**config.mk**
```make
export PLATFORM = sky130hd
export DESIGN_NAME = elastic_buffer_sc
export DESIGN_NICKNAME = d
export VERILOG_FILES = /design/src/rtl/elastic_buffer_sc.sv
export SDC_FILE = /design/constraint.sdc
export NUM_CORES = 1
export LEC_CHECK = 0
export CAP_MARGIN = 10
export CORE_ASPECT_RATIO = 0.7
export CORE_MARGIN = 3
export CORE_UTILIZATION = 45
export CTS_CLUSTER_SIZE = 30
export DETAILED_ROUTE_END_ITERATION = 12
export SYNTH_ARGS = -nofsm -noshare
export SYNTH_HDL_FRONTEND = slang
export SYNTH_SLANG_ARGS = --single-unit
```
**constraint.sdc**
```tcl
create_clock -name clk -period 9.4 [get_ports clk]
set_input_delay 1.88 -clock clk [delete_from_list [all_inputs] [get_ports clk]]
set_output_delay 1.88 -clock clk [all_outputs]
set_load 0.02 [all_outputs]
```
**src/rtl/elastic_buffer_sc.sv**
```systemverilog
// Single-clock elastic buffer with SKP-symbol rate compensation.
// Writes drop surplus SKPs when the buffer runs high; reads repeat a SKP
// at the head when the buffer runs low. A PRIME state holds off reads
// until the buffer has filled to TARGET_LEVEL.
module elastic_buffer_sc #(
  parameter int                    DATA_WIDTH   = 10,
  parameter int                    BUFFER_DEPTH = 16,
  parameter logic [DATA_WIDTH-1:0] SKP_SYMBOL   = 10'h0f3,
  parameter int                    TARGET_LEVEL = BUFFER_DEPTH / 2,
  parameter int                    HYSTERESIS   = 2
) (
  input  logic                          clk,
  input  logic                          rst,
  input  logic [DATA_WIDTH-1:0]         data_in,
  input  logic                          data_in_valid,
  input  logic                          rd_en,
  output logic [DATA_WIDTH-1:0]         data_out,
  output logic                          data_out_valid,
  output logic                          full,
  output logic                          empty,
  output logic [$clog2(BUFFER_DEPTH):0] level,
  output logic                          skp_added,
  output logic                          skp_removed,
  output logic                          overflow,
  output logic                          underflow
);

  localparam int AW = $clog2(BUFFER_DEPTH);
  localparam int LW = AW + 1;

  typedef enum logic {PRIME, RUN} state_t;

  state_t                state_q, state_d;
  logic [AW-1:0]         wr_ptr_q, wr_ptr_d;
  logic [AW-1:0]         rd_ptr_q, rd_ptr_d;
  logic [LW-1:0]         level_q, level_d;
  logic [DATA_WIDTH-1:0] data_out_q, data_out_d;
  logic                  dvld_q, dvld_d;
  logic                  skp_added_q, skp_added_d;
  logic                  skp_removed_q, skp_removed_d;
  logic                  overflow_q, overflow_d;
  logic                  underflow_q, underflow_d;

  // Storage is never reset; a slot is only read after it has been written.
  logic [DATA_WIDTH-1:0] mem [BUFFER_DEPTH];
  logic [DATA_WIDTH-1:0] head;
  logic                  skp_rm, wr_acc, pop;
  int                    lvl;

  assign head = mem[rd_ptr_q];
  assign lvl  = int'(level_q);

  // Write side: SKP removal, acceptance and overflow use the pre-edge level.
  always_comb begin
    skp_rm        = data_in_valid && (data_in == SKP_SYMBOL) &&
                    (lvl > TARGET_LEVEL + HYSTERESIS);
    wr_acc        = data_in_valid && !skp_rm && (lvl < BUFFER_DEPTH);
    skp_removed_d = skp_rm;
    overflow_d    = data_in_valid && !skp_rm && (lvl == BUFFER_DEPTH);
    wr_ptr_d      = wr_ptr_q + AW'(wr_acc);
  end

  // Read-side FSM: PRIME holds off reads, RUN pops or repeats a head SKP.
  always_comb begin
    state_d     = state_q;
    rd_ptr_d    = rd_ptr_q;
    data_out_d  = data_out_q;
    dvld_d      = 1'b0;
    skp_added_d = 1'b0;
    underflow_d = 1'b0;
    pop         = 1'b0;
    case (state_q)
      PRIME: begin
        data_out_d = SKP_SYMBOL;
        if (lvl >= TARGET_LEVEL) state_d = RUN;
      end
      RUN: begin
        if (rd_en) begin
          if (lvl == 0) begin
            data_out_d  = SKP_SYMBOL;
            underflow_d = 1'b1;
            state_d     = PRIME;
          end else if ((head == SKP_SYMBOL) && (lvl < TARGET_LEVEL - HYSTERESIS)) begin
            // Replay the head SKP without consuming it to let the buffer refill.
            data_out_d  = SKP_SYMBOL;
            dvld_d      = 1'b1;
            skp_added_d = 1'b1;
          end else begin
            data_out_d = head;
            dvld_d     = 1'b1;
            pop        = 1'b1;
            rd_ptr_d   = rd_ptr_q + AW'(1);
          end
        end
      end
      default: state_d = PRIME;
    endcase
  end

  // Occupancy moves only when exactly one of write/pop happens.
  always_comb begin
    level_d = level_q + LW'(wr_acc) - LW'(pop);
  end

  // Control and output registers.
  always_ff @(posedge clk or posedge rst) begin
    if (rst) begin
      state_q       <= PRIME;
      wr_ptr_q      <= '0;
      rd_ptr_q      <= '0;
      level_q       <= '0;
      data_out_q    <= SKP_SYMBOL;
      dvld_q        <= 1'b0;
      skp_added_q   <= 1'b0;
      skp_removed_q <= 1'b0;
      overflow_q    <= 1'b0;
      underflow_q   <= 1'b0;
    end else begin
      state_q       <= state_d;
      wr_ptr_q      <= wr_ptr_d;
      rd_ptr_q      <= rd_ptr_d;
      level_q       <= level_d;
      data_out_q    <= data_out_d;
      dvld_q        <= dvld_d;
      skp_added_q   <= skp_added_d;
      skp_removed_q <= skp_removed_d;
      overflow_q    <= overflow_d;
      underflow_q   <= underflow_d;
    end
  end

  // Symbol storage write port.
  always_ff @(posedge clk) begin
    if (wr_acc) mem[wr_ptr_q] <= data_in;
  end

  assign data_out       = data_out_q;
  assign data_out_valid = dvld_q;
  assign level          = level_q;
  assign full           = (lvl == BUFFER_DEPTH);
  assign empty          = (level_q == '0);
  assign skp_added      = skp_added_q;
  assign skp_removed    = skp_removed_q;
  assign overflow       = overflow_q;
  assign underflow      = underflow_q;

endmodule

```
Word-level counts from Yosys, hierarchy flattened
Memories as Yosys holds them, arrays and structs flattened.
Cells that the tools add are included.
- bits in registers: 29
- latch bits: 0
- bits in writable memories: 160
- bits in read-only memories: 0
- input port bits: 14
- word-level logic and storage cells: 59
- memories kept: 1
- memories (memory ; depth ; bits a word ; rd ports ; clocked after memory_dff ; wr ports ; line ; text):
    mem ; 16 ; 10 ; 1 ; 0 ; 1 ; 45 ; logic [DATA_WIDTH-1:0] mem [BUFFER_DEPTH];
- add/sub/neg operators: 4
- multiply operators: 0
- div/mod/pow operators: 0
- magnitude comparators: 4
- equality and inequality tests: 4
- shift operators: 0
- multiplexer cells: 23
- bitwise operators: 3
- reduce and logical (&&, ||, !) cells: 10
- operator list (operator ; count):
    zero test 32 bit ; 1
    two-way mux 10 bit ; 3
    equality test 10 x 8 -> 1 bit (second input constant) ; 2
    one-hot mux 10 bit (2 select lines) ; 1
    two-way mux 1 bit ; 18
    logical AND 1 bit ; 6
    adder 5 x 1 -> 5 bit ; 1
    equality test 5 bit (second input constant) ; 1
    greater-or-equal comparator 5 x 4 -> 1 bit (second input constant) ; 1
    greater-than comparator 5 x 4 -> 1 bit (second input constant) ; 1
    zero test 5 bit ; 1
    less-than comparator 5 x 3 -> 1 bit (second input constant) ; 1
    less-than comparator 5 bit (second input constant) ; 1
    subtractor 5 x 1 -> 5 bit ; 1
    adder 4 x 1 -> 4 bit ; 1
    adder 4 x 1 -> 4 bit (second input constant) ; 1
    AND reduction 4 bit ; 1
    NOT 1 bit ; 3
    != test 2 bit (second input constant) ; 1
    one-hot mux 1 bit (2 select lines) ; 1
    zero test 1 bit ; 1

Longest topological paths before layout
- depth in word-level cells: 8
- mapped depth: 19
- depth with buffers taken out: 18

Least setup slack after synthesis
Ideal clock, no wire load.
- kind: input port to flip-flop
- start: input port data_in[2]
- end: register level_q[4], in the netlist level[4]
- library setup time: 0.125 ns
- arrival time: 3.996 ns
- data required time: 9.275 ns
- setup slack: 5.279 ns
- stages on the path: 14
- path buffers: 0
- cell sequence: nand4bb_1 > or4_1 > o21ai_0 > nand2b_1 > ha_1 > inv_1 > ha_1 > inv_1 > fa_1 > nor2_1 > nor2_1 > nor2_1 > nor2_1 > xor2_1
- word-level cells in the longest chain between the ends: 8
- ends and longest elaborated chain (what ; line ; text):
    start, declared ; 14 ; input logic [DATA_WIDTH-1:0] data_in,
    equality test 10 x 8 -> 1 bit ; 55 ; skp_rm = data_in_valid && (data_in == SKP_SYMBOL) &&
    logical AND 1 bit (2 in series) ; 55 ;
    zero test 1 bit ; 57 ; wr_acc = data_in_valid && !skp_rm && (lvl < BUFFER_DEPTH);
    logical AND 1 bit (2 in series) ; 57 ;
    adder 5 x 1 -> 5 bit ; 102 ; level_d = level_q + LW'(wr_acc) - LW'(pop);
    subtractor 5 x 1 -> 5 bit ; 102 ;
    named net level_d[4] ; 36 ; logic [LW-1:0] level_q, level_d;
    end signal, assigned ; 122 ; level_q <= level_d;
    end, declared ; 36 ;
The timed path passes the listed nets, and every way through them passes these cells.
A chain may end at the register's enable or synchronous reset.

Worst setup path after layout
- start: input port data_in[4]
- end: register level_q[4], in the netlist level[4]
The elaborated chain is that of the path after synthesis.

==> results_dict.tcl <==
set metrics [dict create \
    netlist_instances 431 \
    synth_nets 462 \
    wire_per_inst_um 23.31 \
    finalCritPeriodShare_pct 52.10 \
    synth_edf_count 160 \
    cts_tree "done" \
    die_area_um2 19110 \
    initial_core_util_pct 47.10 \
    rows 39 \
    die_y_um 116.6 \
    hpwl_mm 10.64 \
    syn_to_final_growth_pct 16.17 \
    hold_class "reg -> reg" \
    ctsHoldBuffers 0 \
    ys_ff_latch 189 \
    track_usage_pct 18.93 \
    powerDensity_nw_per_um2 297.0 \
    criticalPathCategory "in -> reg" \
    hold_viol 0 \
    use_met2_pct 27.60 \
    slew_violations 0 \
    fillers 1310 \
    tns_ps 0 \
    status "finished, final reports clean" \
    pin_count 36 \
    grt_pass1_wl_mm 25.76 \
    diodes 0 \
    whs_ps 504.9 \
    postCtsSetupBuffers 0 \
    core_area_um2 16690 \
    h-tree-depth 4 \
    grt_overflow 0 \
    ys_seq_area_share_pct 70.46 \
    syn_avg_cell_area_um2 18.24 \
    die_x_um 164.0 \
    synth-warning-count 0 \
    cts_resized 0 \
    clock_latency_ps 430 \
    timing.final.crit_period_ps 4898 \
    grt_use_met1_pct 28.41 \
    fin_skew_ps 11.21 \
    vias 4149 \
    grt_pass1_vias 4156 \
    gp_congestion 0.8219 \
    startpoint_type "input port" \
    drc 0 \
    finalSetupViolCount 0 \
    first_pass_iters 7 \
    grt_use_met3_pct 5.672 \
    path_max_fanout 17 \
    leakage_nw 3.191 \
    clkSinkCount 189 \
    drive_above_1_share_pct 15.69 \
    synth_cell_types 51 \
    worstSetupEndpointType "flop" \
    worstHoldStart "data_out[0]" \
    synth_ff_type "edfxtp_1" \
    port-buffer-count 35 \
    worstReg2RegStart "rd_ptr_q[0]" \
    clock_path_buffers 2 \
    max_freq_mhz 204.2 \
    grt_busiest_layer "met1" \
    async_flop_share_pct 15.34 \
    cp.arrival_ps 5210 \
    cp.required_ps 9710 \
    clk_pin_slew_worst_paths_ps 70 \
    worstMarginPinSlew_ps 1211 \
    rsz0062_at_grt "no" \
    ir_drop_mv 0.3214 \
    cts_buffers 17 \
    synth.cell_area_um2 7860 \
    fin_total_pwr_w 0.002712 \
    finish.instance_area_um2 9131 \
    cts_root_buffer "clkbuf_16" \
    wirelength_mm 16.83 \
    first_iter_violations 414 \
    antenna_left 0 \
    cp-startpoint "data_in[4]" \
    maxSlewHeadroom_pct 19.29 \
    postPlaceCellArea_um2 8507 \
    fin_nets 515 \
    antenna_found_initial 0 \
    maxCapViolations 0 \
    grt_max_degree 48 \
    avgViaCountPerCell 5.747 \
]
cell usage after synthesis (all sizes together), types with 2 or more instances:
cell type,count,area [um2]
nor3b,2,15.01
mux4,38,942.2
a22oi,11,87.58
nand4,4,25.02
nor2,30,112.6
clkbuf,7,26.28
mux2i,7,70.07
dfstp,6,157.7
nor2b,6,37.54
nand4bb,2,27.53
edfxtp,160,4805
o22a,2,17.52
and2,6,37.54
nand3,10,55.05
nand3b,4,30.03
a221oi,2,17.52
xor2,4,35.03
nand2b,4,25.02
nand2,13,48.80
or3,4,30.03
a21oi,8,40.04
inv,15,56.30
o21a,2,15.01
dfrtp,23,575.6
a21boi,3,22.52
a22o,6,53.80
o21ai,6,30.03
nor3,6,30.03
ha,16,200.2
a31oi,3,18.77
buf,9,85.08
cells in the final DEF (no fill, tap or decap), drive strengths merged, types with 4 or more instances in the layout:
cell,instances
dfstp,6
inv,16
clkinvlp,5
nor2b,6
nand3,10
or3,4
a22oi,11
clkbuf,17
dfrtp,23
a21oi,8
a22o,6
edfxtp,160
nor2,30
buf,15
clkinv,6
nand3b,4
nand2,13
mux4,38
nor3,6
clkdlybuf4s50,35
o21ai,6
xor2,4
mux2i,7
ha,16
nand2b,4
nand4,4
and2,6
metal layers:
metal  vias to the layer above  wire (um)
met2                       135       7590
met4                         0         80
met5                         -          0
met1                      2168       8067
li1                       1835          -
met3                        11       1093
state kept, by name, indices dropped and copies added, names as in the netlist:
signal and flops:
data_out 10, level 5, rd_ptr_q 4, skp_added 1
wr_ptr_q 4, data_out_valid 1, mem 160, underflow 1
overflow 1, skp_removed 1, state_q 1
area by class of cell:
| class | count | area (um2) | area share, % |
|---|---|---|---|
| Timing Repair Buffer | 50 | 483.0 | 5.289 |
| Sequential cell | 189 | 5539 | 60.66 |
| Multi-Input combinational cell | 211 | 2175 | 23.81 |
| Tap cell | 225 | 281.5 | 3.083 |
| Clock buffer | 17 | 425.4 | 4.659 |
| Clock inverter | 15 | 171.4 | 1.877 |
| Inverter | 15 | 56.30 | 0.6166 |
path summary, 6_finish.rpt:
| check | end | slack, ps | depth (start not counted) |
|---|---|---|---|
| hold / removal | data_out[0] | 500 | 2 |
| setup reg to reg | level[4] | 4880 | 17 |
| hold reg to reg | data_out[0] | 500 | 2 |
| max in group asynchronous | data_out[4] | 7140 | 3 |
| setup / recovery | level[4] | 4500 | 15 |
| min in group asynchronous | data_out_valid | 1730 | 2 |
stage by stage:
step / worst slack [ps] / util, % / instances
after floorplan: 5279 / - / 431
after global placement: 4150 / 50.97 / 689
after detailed placement: 4076 / 50.97 / 689
after CTS: 4519 / 54.55 / 721
after global routing: 4252 / 54.72 / 722
final: 4502 / 54.72 / 722
cells by family (layout without fill, tap and decap cells):
group | after synthesis | in the layout | share of synthesized area (%)
DFF | 189 | 189 | 70.46
and+or+nand+nor | 95 | 95 | 6.654
AOI/OAI and AO/OA | 49 | 49 | 4.521
muxes | 45 | 45 | 12.88
buffers and inverters | 31 | 97 | 2.133
adders and majority gates | 17 | 17 | 2.802
xor gates and xnor gates | 5 | 5 | 0.5571
report_power, final:
group          total (W)  internal, W  switching [W]
Combinational   0.000878     0.000389       0.000489
Sequential       0.00111      0.00102      0.0000934
Clock           0.000722     0.000417       0.000306
worst max-delay path, cell delays in order:
cell and delay [ps]:
clkdlybuf4s50_1 830, nand4bb_1 230, or4_1 500, o21ai_0 260, nand2b_1 200, ha_1 240, inv_1 60, ha_1 150
inv_1 50, fa_1 400, nor2_1 100, nor2_1 50, nor2_1 80, nor2_1 50, xor2_1 130
Power figures use the tool's default switching activity.
